File: config.mk
export PLATFORM = sky130hd
export DESIGN_NAME = iomem_button_capture
export DESIGN_NICKNAME = d
export VERILOG_FILES = /design/src/rtl/iomem_button_pkg.sv /design/src/rtl/button_debounce_ch.sv /design/src/rtl/iomem_button_capture.sv
export SDC_FILE = /design/constraint.sdc
export NUM_CORES = 1
export LEC_CHECK = 0
export BUFFER_PORTS_ARGS = -buffer_cell sky130_fd_sc_hd__buf_2
export CAP_MARGIN = 5
export CELL_PAD_IN_SITES_DETAIL_PLACEMENT = 1
export CELL_PAD_IN_SITES_GLOBAL_PLACEMENT = 2
export CORE_ASPECT_RATIO = 1.1
export CORE_MARGIN = 3
export CORE_UTILIZATION = 35
export DETAILED_ROUTE_END_ITERATION = 16
export HOLD_SLACK_MARGIN = 0.1
export PLACE_DENSITY_LB_ADDON = 0.08
export RECOVER_POWER = 100
export SETUP_SLACK_MARGIN = 0.1
export SLEW_MARGIN = 40
export SYNTH_ARGS = -nofsm -noshare
export SYNTH_HDL_FRONTEND = slang
export SYNTH_SLANG_ARGS = --single-unit
File: constraint.sdc
create_clock -name clk -period 3.7 [get_ports clk]
set_input_delay 0.185 -clock clk [delete_from_list [all_inputs] [get_ports clk]]
set_output_delay 0.185 -clock clk [all_outputs]
set_load 0.03 [all_outputs]
File: src/rtl/iomem_button_pkg.sv
// Shared definitions for the iomem button/sense capture peripheral:
// register offsets, bus FSM encoding and a strobe-to-bitmask helper.
package iomem_button_pkg;

   localparam logic [7:0] OFF_LEVEL    = 8'h00;
   localparam logic [7:0] OFF_RISE     = 8'h04;
   localparam logic [7:0] OFF_FALL     = 8'h08;
   localparam logic [7:0] OFF_RISE_EN  = 8'h0C;
   localparam logic [7:0] OFF_FALL_EN  = 8'h10;
   localparam logic [7:0] OFF_DEBOUNCE = 8'h14;

   typedef enum logic {
      ST_IDLE = 1'b0,
      ST_ACK  = 1'b1
   } bus_state_e;

   function automatic logic [31:0] byte_mask(input logic [3:0] wstrb);
      logic [31:0] m;
      for (int b = 0; b < 4; b++) begin
         m[8*b +: 8] = {8{wstrb[b]}};
      end
      return m;
   endfunction

endpackage

File: src/rtl/button_debounce_ch.sv
// One input channel: 2-FF synchroniser, debounce counter and a stable level,
// with single-cycle rise/fall indications coincident with the stable update.
module button_debounce_ch #(
   parameter int DEB_W = 16
) (
   input  logic             clk,
   input  logic             reset,
   input  logic             pin_i,
   input  logic [DEB_W-1:0] deb_i,
   output logic             stable_o,
   output logic             rise_o,
   output logic             fall_o
);

   logic             sync1_q, sync2_q;
   logic             stable_q, stable_d;
   logic [DEB_W-1:0] cnt_q, cnt_d;

   // A debounce of 0 or 1 takes the new level on the first differing cycle.
   always_comb begin
      stable_d = stable_q;
      cnt_d    = '0;
      if (sync2_q != stable_q) begin
         if (deb_i <= DEB_W'(1) || cnt_q >= deb_i - DEB_W'(1)) begin
            stable_d = sync2_q;
         end else begin
            cnt_d = cnt_q + DEB_W'(1);
         end
      end
   end

   always_ff @(posedge clk) begin
      if (reset) begin
         sync1_q  <= 1'b0;
         sync2_q  <= 1'b0;
         stable_q <= 1'b0;
         cnt_q    <= '0;
      end else begin
         sync1_q  <= pin_i;
         sync2_q  <= sync1_q;
         stable_q <= stable_d;
         cnt_q    <= cnt_d;
      end
   end

   assign stable_o = stable_q;
   assign rise_o   = ~stable_q & stable_d;
   assign fall_o   = stable_q & ~stable_d;

endmodule

File: src/rtl/iomem_button_capture.sv
// picosoc iomem peripheral: debounced button/sense inputs with sticky W1C edge
// pending registers, per-edge enables and a registered level interrupt.
module iomem_button_capture
   import iomem_button_pkg::*;
#(
   parameter int               N_IN      = 4,
   parameter logic [7:0]       BASE_ADDR = 8'h0A,
   parameter int               DEB_W     = 16,
   parameter logic [DEB_W-1:0] DEB_RESET = 16'd12000
) (
   input  logic            clk,
   input  logic            reset,
   input  logic [N_IN-1:0] pins,
   input  logic            iomem_valid,
   input  logic [3:0]      iomem_wstrb,
   input  logic [31:0]     iomem_addr,
   input  logic [31:0]     iomem_wdata,
   output logic            iomem_ready,
   output logic [31:0]     iomem_rdata,
   output logic            irq,
   output bus_state_e      dbg_state_o
);

   logic [N_IN-1:0]  stable, rise, fall;
   logic [N_IN-1:0]  rise_pend_q, rise_pend_d, fall_pend_q, fall_pend_d;
   logic [N_IN-1:0]  rise_en_q, rise_en_d, fall_en_q, fall_en_d;
   logic [DEB_W-1:0] deb_q, deb_d;
   logic             ready_q, ready_d, irq_q, irq_d;
   logic [31:0]      rdata_q, rdata_d, rd_val, bmask;
   logic [N_IN-1:0]  wsel, wbits;
   logic             sel;
   bus_state_e       state_q, state_d;
   logic             unused_bits;

   for (genvar gi = 0; gi < N_IN; gi++) begin : g_ch
      button_debounce_ch #(.DEB_W(DEB_W)) u_ch (
         .clk      (clk),
         .reset    (reset),
         .pin_i    (pins[gi]),
         .deb_i    (deb_q),
         .stable_o (stable[gi]),
         .rise_o   (rise[gi]),
         .fall_o   (fall[gi])
      );
   end

   assign bmask = byte_mask(iomem_wstrb);
   assign wsel  = bmask[N_IN-1:0];
   assign wbits = iomem_wdata[N_IN-1:0] & wsel;
   assign sel   = iomem_valid && (iomem_addr[31:24] == BASE_ADDR) && !ready_q;

   always_comb begin
      rd_val = '0;
      case (iomem_addr[7:0])
         OFF_LEVEL:    rd_val = 32'(stable);
         OFF_RISE:     rd_val = 32'(rise_pend_q);
         OFF_FALL:     rd_val = 32'(fall_pend_q);
         OFF_RISE_EN:  rd_val = 32'(rise_en_q);
         OFF_FALL_EN:  rd_val = 32'(fall_en_q);
         OFF_DEBOUNCE: rd_val = 32'(deb_q);
         default:      rd_val = '0;
      endcase
   end

   always_comb begin
      state_d     = state_q;
      ready_d     = 1'b0;
      rdata_d     = rdata_q;
      rise_pend_d = rise_pend_q;
      fall_pend_d = fall_pend_q;
      rise_en_d   = rise_en_q;
      fall_en_d   = fall_en_q;
      deb_d       = deb_q;
      case (state_q)
         ST_IDLE: begin
            if (sel) begin
               ready_d = 1'b1;
               rdata_d = rd_val;
               state_d = ST_ACK;
               case (iomem_addr[7:0])
                  OFF_RISE:     rise_pend_d = rise_pend_q & ~wbits;
                  OFF_FALL:     fall_pend_d = fall_pend_q & ~wbits;
                  OFF_RISE_EN:  rise_en_d   = (rise_en_q & ~wsel) | wbits;
                  OFF_FALL_EN:  fall_en_d   = (fall_en_q & ~wsel) | wbits;
                  OFF_DEBOUNCE: deb_d       = (deb_q & ~bmask[DEB_W-1:0])
                                            | (iomem_wdata[DEB_W-1:0] & bmask[DEB_W-1:0]);
                  default: ;
               endcase
            end
         end
         ST_ACK: begin
            state_d = ST_IDLE;
         end
         default: state_d = ST_IDLE;
      endcase
      // Edge sets are applied after the clear so a colliding set survives.
      rise_pend_d = rise_pend_d | rise;
      fall_pend_d = fall_pend_d | fall;
      irq_d = |((rise_pend_q & rise_en_q) | (fall_pend_q & fall_en_q));
   end

   always_ff @(posedge clk) begin
      if (reset) begin
         state_q     <= ST_IDLE;
         ready_q     <= 1'b0;
         rdata_q     <= '0;
         rise_pend_q <= '0;
         fall_pend_q <= '0;
         rise_en_q   <= '0;
         fall_en_q   <= '0;
         deb_q       <= DEB_RESET;
         irq_q       <= 1'b0;
      end else begin
         state_q     <= state_d;
         ready_q     <= ready_d;
         rdata_q     <= rdata_d;
         rise_pend_q <= rise_pend_d;
         fall_pend_q <= fall_pend_d;
         rise_en_q   <= rise_en_d;
         fall_en_q   <= fall_en_d;
         deb_q       <= deb_d;
         irq_q       <= irq_d;
      end
   end

   assign iomem_ready = ready_q;
   assign iomem_rdata = rdata_q;
   assign irq         = irq_q;
   assign dbg_state_o = state_q;
   assign unused_bits = ^{iomem_addr[23:8], iomem_wdata, bmask};

endmodule
==> results of run 1 <==
cell families (layout without fill, tap and decap cells):
group	Yosys count	count (layout)	share of synthesized area
compound gates	113	113	0.121
buf+inv	64	149	0.0446
flops	126	126	0.361
mux	25	25	0.0399
other cells	1	16	0.000537
fa+ha+maj	66	66	0.118
simple gates	320	320	0.222
xor+xnor	74	74	0.0928
per-layer routing:
layer / up-vias / part of all wire
li1: 2930 / -
met1: 2885 / 0.46
met2: 77 / 0.50
met3: 20 / 0.020
met4: 0 / 0.016
met5: - / 0
path summary, 6_finish.rpt:
check / start / endpoint / slack [ns] / cells after the start
setup / recovery: flop / fall_pend_q[1]$_SDFF_PP0_ / 0.33 / 12
hold / removal: iomem_wdata[0] / flop / 0.10 / 3
setup reg to reg: flop / fall_pend_q[1]$_SDFF_PP0_ / 0.33 / 12
hold reg to reg: g_ch[3].u_ch.sync1_q$_SDFF_PP0_ / g_ch[3].u_ch.sync2_q$_SDFF_PP0_ / 0.44 / 1
final cells by class:
type	instances	area [sq um]	share of cell area
multi-input cells	614	4250	0.508
clock inverters	15	176	0.0211
inverters	19	71.3	0.00852
repair buffers	98	617	0.0737
well taps	247	309	0.0369
flip-flops and latches	126	2520	0.301
clock buffers	17	425	0.0508
where the power goes:
group / switching (mW) / total, mW / internal (mW)
combinational: 0.0684 / 0.115 / 0.0462
sequential: 0.00393 / 1.37 / 1.36
clock: 0.697 / 1.71 / 1.01
cells in the final DEF, fill, tap and decap left out, drive strengths merged, types with 6 or more instances in the layout:
cell | synthesis | final
buf | 22 | 54
xor2 | 42 | 42
nor2b | 14 | 14
conb | 1 | 16
nand4 | 17 | 17
nand3 | 21 | 21
a21oi | 19 | 19
and3 | 12 | 12
dfxtp | 126 | 126
nand3b | 9 | 9
a211oi | 9 | 9
mux2i | 20 | 20
inv | 19 | 26
ha | 66 | 66
nor2 | 126 | 126
xnor2 | 32 | 32
nor3 | 12 | 12
nand2 | 63 | 63
o31ai | 6 | 6
nand2b | 13 | 13
nor3b | 6 | 6
a22oi | 22 | 22
clkbuf | 23 | 43
dlygate4sd3 | 0 | 18
o211ai | 8 | 8
o21a | 6 | 6
a31o | 6 | 6
worst max-delay path, stage by stage, from the launching register on:
cell      delay, ns
dfxtp_1        0.38
or4_4          0.61
nor2_2         0.15
nand2_1        0.06
nor2_1         0.11
xnor2_1        0.20
ha_1           0.36
and4_1         0.28
o211ai_1       0.12
or3_1          0.35
and4_1         0.20
o21a_1         0.17
o32ai_1        0.28
cells in the mapped netlist (3+ instances only):
library cell    n  area, sq um
clkbuf_1       23         86.3
mux2i_1        20          200
o21a_1          6         45.0
nand2_1        63          236
nor3_1         12         60.1
and4_1          5         43.8
nor2_1        126          473
xor2_1         42          368
o21ai_0         4         20.0
a31oi_1         4         25.0
nand4_1        17          106
xnor2_1        32          280
nand2b_1       13         81.3
nor2b_1        14         87.6
nand3b_1        9         67.6
inv_1          19         71.3
buf_4          18          135
a31o_2          6         52.6
o211ai_1        8         60.1
a21oi_1        19         95.1
a21o_1          5         37.5
ha_1           66          826
mux2_2          3         33.8
and3_1         11         68.8
o32ai_1         3         26.3
dfxtp_1       126         2520
a211o_1         4         35.0
a22oi_1        22          165
or3_1           5         31.3
nor3b_1         6         45.0
buf_2           3         15.0
nand3_1        21          105
or3b_2          4         35.0
o2111ai_1       4         35.0
o31ai_1         6         45.0
a211oi_1        9         67.6
timing repair:
action / 4_1_cts / 5_1_grt
endpoints found under the hold margin: 21 / 0
resized for setup: 4 / 6
endpoints found under the setup margin: 37 / 55
pin swaps: 0 / 0
cloned: 0 / 0
hold buffers: 18 / 0
per-stage QoR:
| stage | power (mW) | area [sq um] | hold WS (ns) | util |
|---|---|---|---|---|
| after floorplan | 1.47 | 7040 | 0.303 | - |
| after global placement | 1.49 | 7590 | 0.399 | 0.392 |
| after detailed placement | 1.50 | 7590 | 0.402 | 0.392 |
| after CTS | 3.23 | 8400 | 0.104 | 0.434 |
| after global routing | 3.31 | 8370 | 0.127 | 0.432 |
| final | 3.19 | 8370 | 0.105 | 0.432 |
==> results.md, run 1 <==
* Outcome: complete, but fails checks
* Failing checks: capacitance limit, slew limit
* Max-slew headroom at -0.0677
* Fillers at approximately 2300
* Synthesis-stage register bit count at 126
* Core Region at slightly below 20000 sq um
* Final worst slack at approximately 0.33 ns
* Starting DRT DRC Count at roughly 220
* # placed instances at 1086
* Syn avg cell area at 8.85 sq um
* Clk sinks at 126
* Most common flop cell mapped by yosys: dfxtp_1
* Worst path arrival time at 3.70 ns
* Global route total overflow at 0
* Post-CTS Setup Repair Bufs at 0
* Setup TNS at 0 ns
* Final setup fails at 0
* Non-filler cells, final at 1136
* Die ar. at 21700 sq um
* YS warnings at 0
* Crit Path Class: reg2reg
* Worst VDD drop at ~0.00031 V
* Global-route wire length before repair at around 33000 microns
* Initial antenna violation count at 0
* Distinct cells, synth at between 50 and 60
* CP max FO at 9
* Die width at 141 microns
* Slew @ Worst Pin at between 1.5 and 2 ns
* Max Freq at a little under 300 MHz
* Number of synthesized flops with an enable pin at 0
* Hold WC Path Type: in2reg
* Met2 Use GR at 0.341
* 1st-pass router iterations at 4
* Number of H-tree levels at 4
* Die height at 154 microns
* Busiest grt layer: met2
* Clk Tree Root Cell: clkbuf_16
* # rows at 53
* Async S/R FF share, synth at 0
* Initial Util at 0.361
* N_diodes at 0
* Pre-CTS setup slack at -0.0284 ns
* GRT Overall Usage at 0.191
* HPWL Detailed at between 10000 and 15000 microns
* Pin count of the biggest net entering global routing at 42
* Post-Syn Instances at 789
* CTS tree: yes
* Critical path required time at 4.03 ns
* Crit path launch type: flop
* Period utilization at 0.911
* Via-to-Cell Ratio at 5.20
* Period minus WS final at 3.37 ns
* Routed wire length at 20300 microns
* GR met1 Demand/Resource at 0.236
* Clk_lat worst skew at 0.42 ns
* Share of cells above drive strength 1 at 0.130
* CTS Buffer Depth at 2
* IO Pins at 110
* CP endpoint kind: flop
* DRC viols at 0
* DR WL/cell at 17.8 microns
* Buffers on Ports at 59
* Area of the mapped netlist at ~7000 sq um
* Post-synthesis sequential area ratio at 0.361
* Unrepaired setup endpoints after global routing: no
* PwrDens at ~380 nW/um^2
* Clock slew at reported path FFs at 0.07 ns
* Pleak at roughly 3.3 nW
* Antenna Violating Nets Remaining at 0
* Max Cap Viol at 1
* Vias in the first global route at 6344
* Layout Nets at 1017
* Total number of vias at 5912
* Clock Skews at 0.00767 ns
* Area grow syn2layout at 19.8%
* Met3 Use GR at 0.0272
* Total CTS buffers at 17
* Final Max Tran Viols at 42
* Endpoints failing hold at 0
* GP Congestion at 0.857
Note: power is estimated with default switching activity, not from simulation.
==> run 2, diff against run 1 <==
--- a/config.mk
+++ b/config.mk
@@ -8,10 +8,10 @@
 export BUFFER_PORTS_ARGS = -buffer_cell sky130_fd_sc_hd__buf_2
 export CAP_MARGIN = 5
 export CELL_PAD_IN_SITES_DETAIL_PLACEMENT = 1
-export CELL_PAD_IN_SITES_GLOBAL_PLACEMENT = 2
+export CELL_PAD_IN_SITES_GLOBAL_PLACEMENT = 1
 export CORE_ASPECT_RATIO = 1.1
 export CORE_MARGIN = 3
-export CORE_UTILIZATION = 35
+export CORE_UTILIZATION = 43
 export DETAILED_ROUTE_END_ITERATION = 16
 export HOLD_SLACK_MARGIN = 0.1
 export PLACE_DENSITY_LB_ADDON = 0.08
==> run 2 against run 1 <==
Compared with the run above:
- the flow still finishes with violations (capacitance limit, slew limit)
- non-clock buffer count fell by 4
- sequential power barely moved
- sequential cell count did not move
- cell area fell by 0.94%
- clock power barely moved
- clock skew fell by 0.0021 ns
- final cell count fell by 4.6%
- worst hold slack improved by 0.0024 ns
- routed wire length fell by 3.6%
- first-iteration DRC count rose by 38%
- maximum frequency fell by 2.5%
- largest cell class unchanged
==> results.md, run 2 (synthesized netlist as in run 1, its figures left out) <==
* Number of H-tree levels at 4 (unchanged)
* Setup TNS at 0 ns (unchanged)
* PwrDens at 387 nW/um^2 (+1.4%)
* Clock slew at reported path FFs at 0.06 ns (about the same)
* Share of cells above drive strength 1 at 0.130 (-0.000393)
* Sw Pwr at 719 uW (-6.6%)
* Fin Hold WS at 0.107 ns (+0.00240 ns)
* Area grow syn2layout at 18.7%
* GP Congestion at 0.900 (+4.9%)
* Unrepaired setup endpoints after global routing: no
* Antenna Violating Nets Remaining at 0 (unchanged)
* Multi-input gate area at 4260 sq um (+0.24%)
* Initial antenna violation count at 0 (unchanged)
* Worst path slowest cell: or3_1
* Period minus WS final at 3.46 ns (+0.0882 ns)
* Failing checks: capacitance limit, slew limit
* Register Area at 2520 sq um (unchanged)
* Critical Path Max Stage Delay at 0.50 ns (-0.11 ns)
* Core Region at 15800 sq um (-18%)
* # rows at 48 (-9.4%)
* Total power draw at 3.21 mW (+0.43%)
* Clock power frac at 0.539 (+0.003)
* HPWL Detailed at 14100 microns (-5.1%)
* Final worst slack at 0.240 ns (-0.0882 ns)
* Most frequent cells in the layout: 126 x dfxtp_1, 124 x nor2_1, 66 x ha_1, 63 x nand2_1
* Design area at 8290 sq um (-0.94%)
* Period utilization at 0.935 (+0.0238)
* Critical path required time at 4.01 ns (-0.02 ns)
* Clock Skews at 0.00553 ns (-0.00215 ns)
* Total number of vias at 5986 (+1.3%)
* Initial Util at 0.442 (+0.0815)
* Post-layout util at 0.525 (+0.0927)
* Internal power at 2.49 mW (+2.7%)
* Routed wire length at 19500 microns (-3.6%)
* Hold path startpoint: iomem_wdata[0]
* DRC viols at 0 (unchanged)
* Die ar. at 17800 sq um (-18%)
* Starting DRT DRC Count at 301 (+38%)
* CP endpoint kind: flop
* N_diodes at 0 (unchanged)
* Clk sinks at 126 (unchanged)
* Hold WC Path Type: in2reg
* Pre-CTS setup slack at 0.115 ns (+0.143 ns)
* Crit Path Class: reg2reg
* Sw Ratio at 0.224 (-0.0169)
* CP delay by family, top: simple AND/OR/NAND/NOR gates
* Final Max Tran Viols at 49 (+17%)
* R2r setup slk at 0.24 ns (-0.09 ns)
* Vias in the first global route at 6307 (-0.58%)
* Global route total overflow at 0 (unchanged)
* # placed instances at 1036 (-4.6%)
* Die width at 128 microns (-9.4%)
* Slew @ Worst Pin at 1.88 ns (+0.280 ns)
* Worst VDD drop at 0.000295 V (-4.1%)
* CP Cell Sequence: or3_1 > nor4_1 > buf_4 > nand3b_1 > xor2_2 > ha_1 > and4_1 > o211ai_1 > or3_1 > and4_1 > o21a_1 > o32ai_1
* Non-filler cells, final at 1084 (-4.6%)
* Die height at 140 microns (-9.4%)
* Clk Tree Root Cell: clkbuf_16
* Clk_lat worst skew at 0.42 ns (about the same)
* GRT Overall Usage at 0.226 (+0.0344)
* Via-to-Cell Ratio at 5.52 (+6.1%)
* Total CTS buffers at 17 (unchanged)
* Outcome: complete, but fails checks
* 1st-pass router iterations at 6 (+2)
* Crit path buffers/inverters at 1 (+1)
* Fillers at 1881 (-17%)
* Placed inst area at 7500 sq um (-1.2%)
* Max-slew headroom at -0.254 (-0.187)
* Max Freq at 289 MHz (-2.5%)
* Global-route wire length before repair at 32100 microns (-3.0%)
* Final setup fails at 0 (unchanged)
* IO Pins at 110 (unchanged)
* Crit path launch type: flop
* Buffers on Ports at 59 (unchanged)
* Pin count of the biggest net entering global routing at 49 (+17%)
* Max Cap Viol at 1 (unchanged)
* Worst path arrival time at 3.77 ns (+0.07 ns)
* DR WL/cell at 18.0 microns (+1.0%)
* CTS Buffer Depth at 2 (unchanged)
* Seq pwr share at 0.426 (-0.002)
* Commonest non-fill, non-tap cell in the layout: dfxtp_1
* Endpoints failing hold at 0 (unchanged)
* Pleak at 3.28 nW (-0.10%)
* CTS tree: yes
* CP max FO at 7 (-2)
* Comb power frac at 0.035 (about the same)
* Layout Nets at 1013 (-0.39%)
==> run 2: area by class of cell <==
type	count	area share
timing repair buffer	94	0.0702
clock buffer	19	0.0534
inverter	19	0.00860
sequential	126	0.304
multi-input combinational	614	0.514
tap	200	0.0302
clock inverter	12	0.0198
==> run 2: repair_timing <==
action	in CTS	in global routing
gates resized for setup	2	9
hold endpoints to repair	19	0
setup endpoints to repair	6	71
buffers inserted	0	0
hold buffers	17	0
==> run 2: worst min-delay path: cells and delay by family <==
kind,cells,cell delay [ns]
buffers and inverters,1,0.15
muxes,1,0.08
and+or+nand+nor,1,0.07
==> run 2: layer usage <==
layer  track usage  wire length (microns)  up-vias
li1              -                      -     2918
met1         0.280                   8550     2925
met2         0.394                   9950      113
met3        0.0388                    590       30
met4        0.0768                    434        0
met5             0                      0        -
==> run 2: final timing paths <==
path | to | cells after the start
worst max register to register | fall_pend_q[1]$_SDFF_PP0_ | 12
worst min register to register | g_ch[2].u_ch.sync2_q$_SDFF_PP0_ | 1
worst min-delay path | flop | 3
worst max-delay path | fall_pend_q[1]$_SDFF_PP0_ | 12
==> run 2: power groups by stage <==
| stage | combinational, mW | clock [mW] | sequential (mW) |
|---|---|---|---|
| final | 0.113 | 1.73 | 1.37 |
| after global routing | 0.123 | 1.82 | 1.37 |
| after floorplan | 0.0737 | 0 | 1.39 |
| after detailed placement | 0.0979 | 0 | 1.40 |
| after CTS | 0.112 | 1.75 | 1.37 |
| after global placement | 0.0953 | 0 | 1.40 |
==> run 3, diff against run 2 <==
--- a/config.mk
+++ b/config.mk
@@ -9,7 +9,6 @@
 export CAP_MARGIN = 5
 export CELL_PAD_IN_SITES_DETAIL_PLACEMENT = 1
 export CELL_PAD_IN_SITES_GLOBAL_PLACEMENT = 1
-export CORE_ASPECT_RATIO = 1.1
 export CORE_MARGIN = 3
 export CORE_UTILIZATION = 43
 export DETAILED_ROUTE_END_ITERATION = 16
==> run 3 against run 2 <==
Compared with the run above:
- the run still ends with capacitance limit, slew limit left
- sequential share of layout area down 0.15 points
- critical path depth decreased by 1
- final cell count is 1.7% higher
- critical endpoint is now g_ch[0].u_ch.stable_o$_SDFF_PP0_
- largest power group unchanged
==> results.md, run 3 (synthesized netlist as in run 1, its figures left out) <==
* Total CTS buffers at 17 (unchanged)
* Initial antenna violation count at 0 (unchanged)
* Clk_lat worst skew at 0.43 ns (about the same)
* Core Region at 15500 sq um (-1.6%)
* GP Congestion at 0.830 (-7.7%)
* Starting DRT DRC Count at 193 (-36%)
* Pleak at 3.29 nW (+0.17%)
* CTS tree: yes
* Max Freq at 291 MHz (+0.72%)
* Area grow syn2layout at 19.3%
* Via-to-Cell Ratio at 5.45 (-1.3%)
* Reg2Reg Depth at 11 (-1)
* 1st-pass router iterations at 4 (-2)
* GRT Overall Usage at 0.229 (+0.00318)
* Max-slew headroom at -0.275 (-0.0204)
* Antenna Violating Nets Remaining at 0 (unchanged)
* Initial Util at 0.450 (+0.00726)
* Worst VDD drop at 0.000316 V (+7.1%)
* Pin count of the biggest net entering global routing at 47 (-4.1%)
* DR WL/cell at 17.8 microns (-0.91%)
* Total power draw at 3.11 mW (-2.9%)
* Die height at 133 microns (-4.5%)
* CP max FO at 9 (+2)
* Most frequent cells in the layout: 126 x dfxtp_1, 125 x nor2_1, 66 x ha_1, 63 x nand2_1
* Sw Ratio at 0.231 (+0.00708)
* Outcome: complete, but fails checks
* Commonest non-fill, non-tap cell in the layout: dfxtp_1
* Global-route wire length before repair at 32400 microns (+0.82%)
* HPWL Detailed at 14400 microns (+2.0%)
* Busiest grt layer: met2
* Total number of vias at 6007 (+0.35%)
* Max Cap Viol at 1 (unchanged)
* Die ar. at 17800 sq um (about the same)
* Clock slew at reported path FFs at 0.06 ns (about the same)
* Final Max Tran Viols at 47 (-4.1%)
* Period utilization at 0.929 (-0.00664)
* Crit Path Class: reg2reg
* Seq pwr share at 0.439 (+0.013)
* Layout Nets at 1020 (+0.69%)
* Post-CTS Setup Repair Bufs at 0 (unchanged)
* PwrDens at 374 nW/um^2 (-3.4%)
* Clk Tree Root Cell: clkbuf_16
* Critical path required time at 4.05 ns (+0.04 ns)
* Crit path launch type: flop
* Setup TNS at 0 ns (unchanged)
* Clock Skews at 0.00649 ns (+0.000964 ns)
* Hold WC Path Type: in2reg
* Final setup fails at 0 (unchanged)
* Buffers on Ports at 59 (unchanged)
* Capturing point of the worst reg2reg path: g_ch[0].u_ch.stable_o$_SDFF_PP0_
* Failing checks: capacitance limit, slew limit
* Clock power frac at 0.524 (-0.015)
* Comb power frac at 0.037 (+0.002)
* GR met1 Demand/Resource at 0.277 (-0.00255)
* Internal power at 2.39 mW (-3.8%)
* Endpoints failing hold at 0 (unchanged)
* Routed wire length at 19700 microns (+0.74%)
* Share of cells above drive strength 1 at 0.131 (+0.00122)
* Worst path arrival time at 3.79 ns (+0.02 ns)
* Die width at 133 microns (+4.7%)
* R2r setup slk at 0.26 ns (+0.02 ns)
* Met3 Use GR at 0.0453 (+0.00655)
* IO Pins at 110 (unchanged)
* Number of H-tree levels at 4 (unchanged)
* N_diodes at 0 (unchanged)
* Period minus WS final at 3.44 ns (-0.0246 ns)
* Global route total overflow at 0 (unchanged)
* Met2 Use GR at 0.383 (-0.0105)
* Sw Pwr at 720 uW (+0.16%)
* Vias in the first global route at 6423 (+1.8%)
* DRC viols at 0 (unchanged)
* Fin Hold WS at 0.252 ns (+0.145 ns)
* CP endpoint kind: flop
* Slew @ Worst Pin at 1.91 ns (+0.0306 ns)
* Worst setup path endpoint: g_ch[0].u_ch.stable_o$_SDFF_PP0_
* Post-layout util at 0.536 (+0.0113)
* Clk sinks at 126 (unchanged)
* # rows at 45 (-6.3%)
* CTS Buffer Depth at 2 (unchanged)
## run 3: cell count changes in the layout (fill, tap and decap cells not counted), moves of 2 or more
cell           change
clkinv_2           +3
clkinv_4           -3
clkinvlp_4         +3
dlygate4sd3_1      +3
clkbuf_1           +2
nor2_2             -2
## run 3: worst min path at each step
stage | slack, ns | startpoint | endpoint | cells past startpoint
after floorplan | 0.30 | iomem_wdata[5] | flop | 1
after global placement | 0.39 | iomem_wdata[11] | flop | 3
after detailed placement | 0.40 | pins[3] | g_ch[3].u_ch.sync1_q$_SDFF_PP0_ | 2
after CTS | 0.16 | reset | g_ch[3].u_ch.sync2_q$_SDFF_PP0_ | 2
after global routing | 0.26 | iomem_wstrb[1] | flop | 4
final | 0.25 | iomem_wstrb[1] | flop | 4
## run 3: power by group through the flow
stage / logic (mW) / clock network [mW] / registers (mW)
3_5_place_dp: 0.0984 / 0 / 1.40
2_1_floorplan: 0.0737 / 0 / 1.39
6_report: 0.114 / 1.63 / 1.37
4_1_cts: 0.115 / 1.67 / 1.37
3_3_place_gp: 0.0960 / 0 / 1.40
5_1_grt: 0.125 / 1.73 / 1.37
## run 3: repair_timing
item / in CTS / in global routing
hold endpoints to repair: 26 / 0
pin swaps: 0 / 1
hold buffers: 20 / 0
setup endpoints to repair: 18 / 56
gates resized for setup: 2 / 9
## run 3: critical path: stages, from the launching register on
cell and delay [ns]:
dfxtp_1 0.38, or4_4 0.62, nor3_1 0.29, xnor2_1 0.35
ha_1 0.38, a21oi_1 0.19, o31ai_1 0.11, a311oi_1 0.37
nand2_1 0.11, a21oi_1 0.14, clkbuf_1 0.19, mux2i_1 0.21
## run 3: cell type report
cell class	count	area, sq um
Timing Repair Buffer	101	628
Inverter	19	71.3
Sequential cell	126	2520
Clock buffer	17	425
Clock inverter	14	145
Fill cell	1845	7210
Tap cell	211	264
Multi-Input combinational cell	614	4280
## run 3: stage by stage
stage / std cells / worst slack [ns] / area [sq um]
after floorplan: 804 / 0.408 / 7040
after CTS: 1102 / 0.160 / 8350
after global placement: 1051 / 0.251 / 7560
final: 1102 / 0.264 / 8330
after global routing: 1102 / -0.00898 / 8330
after detailed placement: 1051 / 0.100 / 7560
## run 3: metal layers
metal,share of wire,routed length (microns)
met5,0,0
met1,0.44,8690
met4,0.039,763
met3,0.036,714
met2,0.48,9500
